--- src/rtl/softplus_frame_sched.sv ---
// softplus_frame_sched
//   Buffers one 3x3 frame of signed Q8.8 activations from an upstream
//   valid/ready stream. It then drives a shared, purely combinational
//   softplus unit with one buffered element per cycle and writes each
//   result back into the same buffer slot. Finally it streams the results
//   downstream, marking the last element of the frame. Input is accepted
//   only while loading, so frames never overlap.
//
// Ports
//   clock, rst             : rising-edge clock, synchronous active-high reset
//   in_valid/in_ready      : upstream handshake (in_ready high only in LOAD)
//   in_data/in_last        : upstream element and end-of-frame marker
//   sp_operand/sp_result   : operand to / same-cycle result from softplus unit
//   sp_active              : sp_operand carries a live element
//   out_valid/out_ready    : downstream handshake
//   out_data/out_last      : result element and end-of-frame marker
//   busy                   : high in COMPUTE or EMIT
//   err_len/err_clr        : sticky frame-length error and its clear
//   frame_cnt              : completed-frame counter (wraps 255->0)
module softplus_frame_sched #(
  parameter int WIDTH = 16,
  parameter int N     = 9,
  parameter int IDX_W = 4
) (
  input  logic             clock,
  input  logic             rst,
  input  logic             in_valid,
  output logic             in_ready,
  input  logic [WIDTH-1:0] in_data,
  input  logic             in_last,
  output logic [WIDTH-1:0] sp_operand,
  input  logic [WIDTH-1:0] sp_result,
  output logic             sp_active,
  output logic             out_valid,
  input  logic             out_ready,
  output logic [WIDTH-1:0] out_data,
  output logic             out_last,
  output logic             busy,
  output logic             err_len,
  input  logic             err_clr,
  output logic [7:0]       frame_cnt
);

  typedef enum logic [1:0] {
    LOAD    = 2'd0,
    COMPUTE = 2'd1,
    EMIT    = 2'd2
  } state_t;

  localparam logic [IDX_W-1:0] LAST_IDX = IDX_W'(N - 1);

  state_t           state, state_nxt;
  logic [IDX_W-1:0] idx, idx_nxt;
  logic [IDX_W-1:0] len, len_nxt;
  logic [WIDTH-1:0] mem [N];
  logic             mem_we;
  logic [WIDTH-1:0] mem_wdata;
  logic             err_set;
  logic             frame_done;

  always_comb begin
    state_nxt  = state;
    idx_nxt    = idx;
    len_nxt    = len;
    mem_we     = 1'b0;
    mem_wdata  = in_data;
    err_set    = 1'b0;
    frame_done = 1'b0;
    in_ready   = 1'b0;
    busy       = 1'b0;
    sp_active  = 1'b0;
    sp_operand = '0;
    out_valid  = 1'b0;
    out_data   = '0;
    out_last   = 1'b0;

    unique case (state)
      LOAD: begin
        in_ready = 1'b1;
        if (in_valid) begin
          mem_we    = 1'b1;
          mem_wdata = in_data;
          idx_nxt   = idx + 1'b1;
          // A frame closes on in_last or on the N-th element. Inside this
          // branch a length error is exactly "in_last disagrees with the
          // buffer being full": early in_last is short, missing in_last is long.
          if (in_last || (idx == LAST_IDX)) begin
            len_nxt   = idx + 1'b1;
            idx_nxt   = '0;
            state_nxt = COMPUTE;
            err_set   = in_last ^ (idx == LAST_IDX);
          end
        end
      end

      COMPUTE: begin
        busy       = 1'b1;
        sp_active  = 1'b1;
        sp_operand = mem[idx];
        mem_we     = 1'b1;
        mem_wdata  = sp_result;
        idx_nxt    = idx + 1'b1;
        if (idx == len - 1'b1) begin
          idx_nxt   = '0;
          state_nxt = EMIT;
        end
      end

      EMIT: begin
        busy      = 1'b1;
        out_valid = 1'b1;
        out_data  = mem[idx];
        out_last  = (idx == len - 1'b1);
        if (out_ready) begin
          idx_nxt = idx + 1'b1;
          if (out_last) begin
            idx_nxt    = '0;
            frame_done = 1'b1;
            state_nxt  = LOAD;
          end
        end
      end

      default: begin
        state_nxt = LOAD;
        idx_nxt   = '0;
      end
    endcase
  end

  always_ff @(posedge clock) begin
    if (rst) begin
      state     <= LOAD;
      idx       <= '0;
      len       <= '0;
      err_len   <= 1'b0;
      frame_cnt <= '0;
    end else begin
      state <= state_nxt;
      idx   <= idx_nxt;
      len   <= len_nxt;
      if (err_set) begin
        err_len <= 1'b1;
      end else if (err_clr) begin
        err_len <= 1'b0;
      end
      if (frame_done) begin
        frame_cnt <= frame_cnt + 8'd1;
      end
    end
  end

  // Frame buffer carries no reset; its contents are only read after being
  // written by the current frame.
  always_ff @(posedge clock) begin
    if (mem_we) begin
      mem[idx] <= mem_wdata;
    end
  end

endmodule

--- config.mk ---
export PLATFORM = sky130hd
export DESIGN_NAME = softplus_frame_sched
export DESIGN_NICKNAME = d
export VERILOG_FILES = /design/src/rtl/softplus_frame_sched.sv
export SDC_FILE = /design/constraint.sdc
export NUM_CORES = 1
export LEC_CHECK = 0
export ABC_AREA = 1
export CAP_MARGIN = 0
export CORE_UTILIZATION = 54
export CTS_CLUSTER_DIAMETER = 40
export DETAILED_ROUTE_END_ITERATION = 8
export PLACE_DENSITY = 0.77
export REMOVE_ABC_BUFFERS = 1
export SYNTH_ARGS = -nofsm -noshare
export SYNTH_HDL_FRONTEND = slang
export SYNTH_SLANG_ARGS = --single-unit
export TNS_END_PERCENT = 10
--- constraint.sdc ---
create_clock -name clock -period 6.8 [get_ports clock]
set_clock_uncertainty 0.05 [all_clocks]
set_input_delay 1.36 -clock clock [delete_from_list [all_inputs] [get_ports clock]]
set_output_delay 1.36 -clock clock [all_outputs]
set_load 0.05 [all_outputs]
Word-level counts from Yosys, hierarchy flattened
Memories as Yosys holds them, arrays and structs flattened. A register that Yosys moved wholly into a read port is not among the register bits.
Cells that the tools add are included.
{"block": "totals", "register_bits": 19, "ram_bits": 144, "inputBits": 38, "output_inout_bits": 46, "wordCells": 59, "memories": 1}
{"memory": "mem", "depth": 9, "width": 16, "rd": 1, "rd_ports_with_merged_regs": 1, "write_ports": 1, "line_no": "55", "rtl": "logic [WIDTH-1:0] mem [N];"}
{"block": "classes", "add_sub_neg": 3, "eq_ne": 9, "mux": 33, "n_bitwise": 1, "reduce_logical": 7}
{"operator": "$mux W16", "count": 3}
{"operator": "$mux W4", "count": 6}
{"operator": "$mux W1", "count": 16}
{"operator": "$pmux W4 S3", "count": 1}
{"operator": "$mux W2", "count": 5}
{"operator": "$ne A2 B2 Y1 const B", "count": 5}
{"operator": "$add A8 B1 Y8 const B", "count": 1}
{"operator": "$pmux W2 S3", "count": 1}
{"operator": "$reduce_and A5 Y1", "count": 1}
{"operator": "$add A4 B1 Y4 const B", "count": 1}
{"operator": "$eq A4 B4 Y1", "count": 1}
{"operator": "$eq A4 B4 Y1 const B", "count": 1}
{"operator": "$sub A4 B1 Y4 const B", "count": 1}
{"operator": "$reduce_and A3 Y1", "count": 1}
{"operator": "$eq A2 B1 Y1 const B", "count": 1}
{"operator": "$eq A2 B2 Y1 const B", "count": 1}
{"operator": "$logic_not A2 Y1", "count": 1}
{"operator": "$pmux W1 S2", "count": 1}
{"operator": "$reduce_and A2 Y1", "count": 1}
{"operator": "$reduce_bool A2 Y1", "count": 1}
{"operator": "$reduce_or A2 Y1", "count": 1}
{"operator": "$logic_or A1 B1 Y1", "count": 1}
{"operator": "$xor A1 B1 Y1", "count": 1}

Logic depth before layout (Yosys ltp)
{"block": "logic_depth", "word_depth": 7, "depth_mapped": 14, "mapped_depth_nobuf": 14}

Worst setup path before layout
No wires, ideal clock.
{"block": "synth_timing", "kind": "flip-flop to output port", "start": "register state[1]", "end": "output sp_operand[10]", "arrival_time_ns": 2.109, "required_ns": 5.390, "path_slack_ns": 3.281, "path_stages_with_launch": 7, "path_buffers": 2, "path_cell_list": "dfxtp_1 inv_1 ha_1 buf_2 inv_1 clkbuf_1 nor2_1"}
{"block": "synth_via", "elab_chain_cells": 2}
{"element": "from (decl)", "line_no": "52", "rtl": "state_t state, state_nxt;"}
{"element": "from (signal assigned)", "line_no": "139", "rtl": "state <= state_nxt;"}
{"element": "$eq A2 B1 Y1", "line_no": "77", "rtl": "unique case (state)"}
{"element": "$mux W16", "line_no": "77"}
{"element": "to (decl)", "line_no": "31", "rtl": "output logic [WIDTH-1:0] sp_operand,"}
Every way passes these cells.

==> metrics.csv <==
stage,metric,value,unit
cts,clock root cell,clkbuf_16,
power_and_ir_drop,Final Total Pwr,3.46,mW
die,area of the die,0.0144,mm^2
drt,via total after detailed routing,5375,
timing,hold violation total from the final report,0,
power_and_ir_drop,cell internal pwr,2.17,mW
layout,share of cells above drive strength 1,0.100,
timing,final period demand of the worst path,4.70,ns
logic_synthesis,Post-Synthesis Cell Area,0.00751,mm^2
grt,remaining global-route overflow,0,
timing,post-layout worst setup margin,2.10,ns
die,number of ports placed on the die boundary,84,
timing,smallest hold slack,0.419,ns
grt,initial antenna violation count,0,
place,RePlAce Congestion,0.842,
layout,"commonest cells after routing, fill and taps aside","nand2_1, edfxtp_1, inv_1",
cts,clock buffer count from CTS,17,
cts,clock sinks,167,
logic_synthesis,number of register bits inferred by synthesis,167,
logic_synthesis,register area share after synthesis,0.637,
drt,count of nets left with antenna violations after detail routing,0,
die,starting density of the core,0.560,
timing,transition time at the pin with the least slew margin,1.18,ns
timing,max-slew violation total from the final report,0,
power_and_ir_drop,net switching component of the power,1.29,mW
die,Core Box Area,0.0134,mm^2
drt,detail-routed via count per cell,5.41,
timing,setup-violating endpoint count in the final report,0,
power_and_ir_drop,IR Drop Worst-Case VDD,0.000401,V
grt,aggregate global-route resource usage,0.242,
cts,Post-CTS Setup Bufs,0,
cts,count of hold buffers inserted by post-cts repair,0,
cts,number of gates given a new drive strength after cts,0,
cts,buffer levels on the longest clock path,2,
power_and_ir_drop,leakage power,3.42,nW
power_and_ir_drop,part of the total power dissipated in combinational logic,0.330,
cts,CTS clock-pin slew for the worst setup and hold paths,0.06,ns
grt,maximum number of pins on one net before global-route repair,129,
drt,Total Routed Length,16.4,mm
setup_path,worst setup path category,flop to output pin,
logic_synthesis,yosys warns,0,
setup_path,data required time of the worst path,5.39,ns
place,hpwl dp,9.60,mm
power_and_ir_drop,Clock power frac,0.265,
timing,Setup TNS Final,0,ns
logic_synthesis,Post-Syn Area per Cell,10.2,um^2
logic_synthesis,number of distinct library cell variants in the gate-level netlist after synthesis,28,
setup_path,worst path arrival time,3.29,ns
power_and_ir_drop,Flop pwr share,0.405,
cts,number of levels the H-tree was split into,4,
drt,WL per Instance,16.5,um
setup_path,Crit. End Element,output pin,
logic_synthesis,Gate Count Post-Synth,735,
timing,Max Freq,0.213,GHz
layout,most frequent standard cell in the layout excluding fill and tap cells,nand2_1,
layout,Inserted Diodes,0,
timing,slew margin rel.,0.213,
status,result of the run,"complete, no violations",
drt,post-detailed-route DRC marker count,0,
setup_path,crit-path max FO,17,
cts,clock latency of the later-clocked register in the worst-skew pair,0.43,ns
run,MaxCap Viol Count,0,
power_and_ir_drop,Cell Pwr Density,382,mW/mm^2
hold_path,kind of path behind the tightest hold check,flop to flop,
setup_path,critical path launch point type,flop,
layout,Total Nets Final,854,
timing,part of the cycle the worst path needs,0.691,
power_and_ir_drop,switch share,0.372,
place,port bufs,83,
die,floorplan row count,42,
cts,TritonCTS clock tree,done,
timing,setup repair after global routing missed its margin,no,
drt,router iterations before antenna repair,5,
drt,drt initial violations,481,
hold_path,Hold Crit Depth,2,
layout,FILL cells,1014,
die,vertical extent of the die,120,um
place,worst slack at placement,2.57,ns
setup_path,number of cells on the worst reg-to-reg path,5,
die,width of the die,120,um
grt,wire length of the first global-routing pass,25.9,mm
grt,number of global-route vias before repair,5116,
layout,signed area change from the synthesized netlist to the final layout,20.7,%
## per-stage QoR
step,cell area (um^2),utilization,instances
3_3_place_gp,8500,0.634,962
6_report,9060,0.676,994
5_1_grt,9060,0.676,994
4_1_cts,9060,0.676,994
2_1_floorplan,7320,-,699
3_5_place_dp,8500,0.634,962
## metal layers
layer,vias to the layer above,global-route usage,wire (um),share of wire
li1,2607,-,-,-
met1,2520,0.311,6940,0.42
met2,207,0.399,8000,0.49
met3,41,0.0442,1030,0.063
met4,0,0.114,454,0.028
met5,-,0,0,0
## worst max-delay path, cell delays in order, from the launching register on
cell and delay, ns:
dfxtp_1 0.84, inv_1 0.58, nand3_1 0.23, nand3_1 0.09, nand2_1 0.10, inv_2 0.04
nor2_1 0.12, clkdlybuf4s50_1 0.85
## layout make-up
class,count,area [um^2],share of cell area
timing repair buffer,87,861,0.0950
multi-input combinational,419,2200,0.243
inverter,113,424,0.0468
tap,176,220,0.0243
clock buffer,17,425,0.0469
sequential,167,4790,0.529
clock inverter,15,138,0.0152
## Yosys cell counts, drive strengths merged
| library cell | n | area (um^2) |
|---|---|---|
| nor2 | 48 | 193 |
| nand2 | 156 | 606 |
| o22ai | 1 | 6.26 |
| o211ai | 32 | 240 |
| ha | 11 | 138 |
| nor3 | 10 | 50.1 |
| inv | 113 | 424 |
| nand3 | 65 | 348 |
| xnor2 | 1 | 8.76 |
| dfxtp | 23 | 460 |
| buf | 25 | 148 |
| o21ai | 39 | 195 |
| clkbuf | 11 | 41.3 |
| edfxtp | 144 | 4320 |
| a21oi | 50 | 273 |
| xor2 | 5 | 43.8 |
| or2 | 1 | 8.76 |
## sequential cells by signal (all words and copies together), names as in the netlist, named ones only
name / count
err_len: 1
frame_cnt: 8
idx: 4
len: 4
mem: 144
state: 2
## power by group through the flow
stage | Combinational (mW) | Sequential [mW] | Clock (mW)
after floorplan | 0.768 | 1.41 | 0
after global placement | 1.10 | 1.41 | 0
after detailed placement | 1.13 | 1.42 | 0
after CTS | 1.15 | 1.40 | 0.920
after global routing | 1.26 | 1.42 | 0.960
final | 1.14 | 1.40 | 0.917
## logic make-up after synthesis
logic type | Yosys count | share of synthesized area
AND/OR/NAND/NOR | 280 | 0.161
flip-flops | 167 | 0.637
buffers and inverters | 149 | 0.0817
AO/OA/AOI/OAI | 122 | 0.0952
adder cells (fa/ha/maj) | 11 | 0.0183
XOR/XNOR | 6 | 0.00700
## path summary, 6_finish.rpt
path / slack [ns] / to / start
hold reg to reg: 0.42 / err_len / err_len
hold / removal: 0.42 / err_len / err_len
setup / recovery: 2.10 / out_data[9] / flop
setup reg to reg: 4.31 / mem[6][3] / state[1]
(Power assumes the default switching activity.)
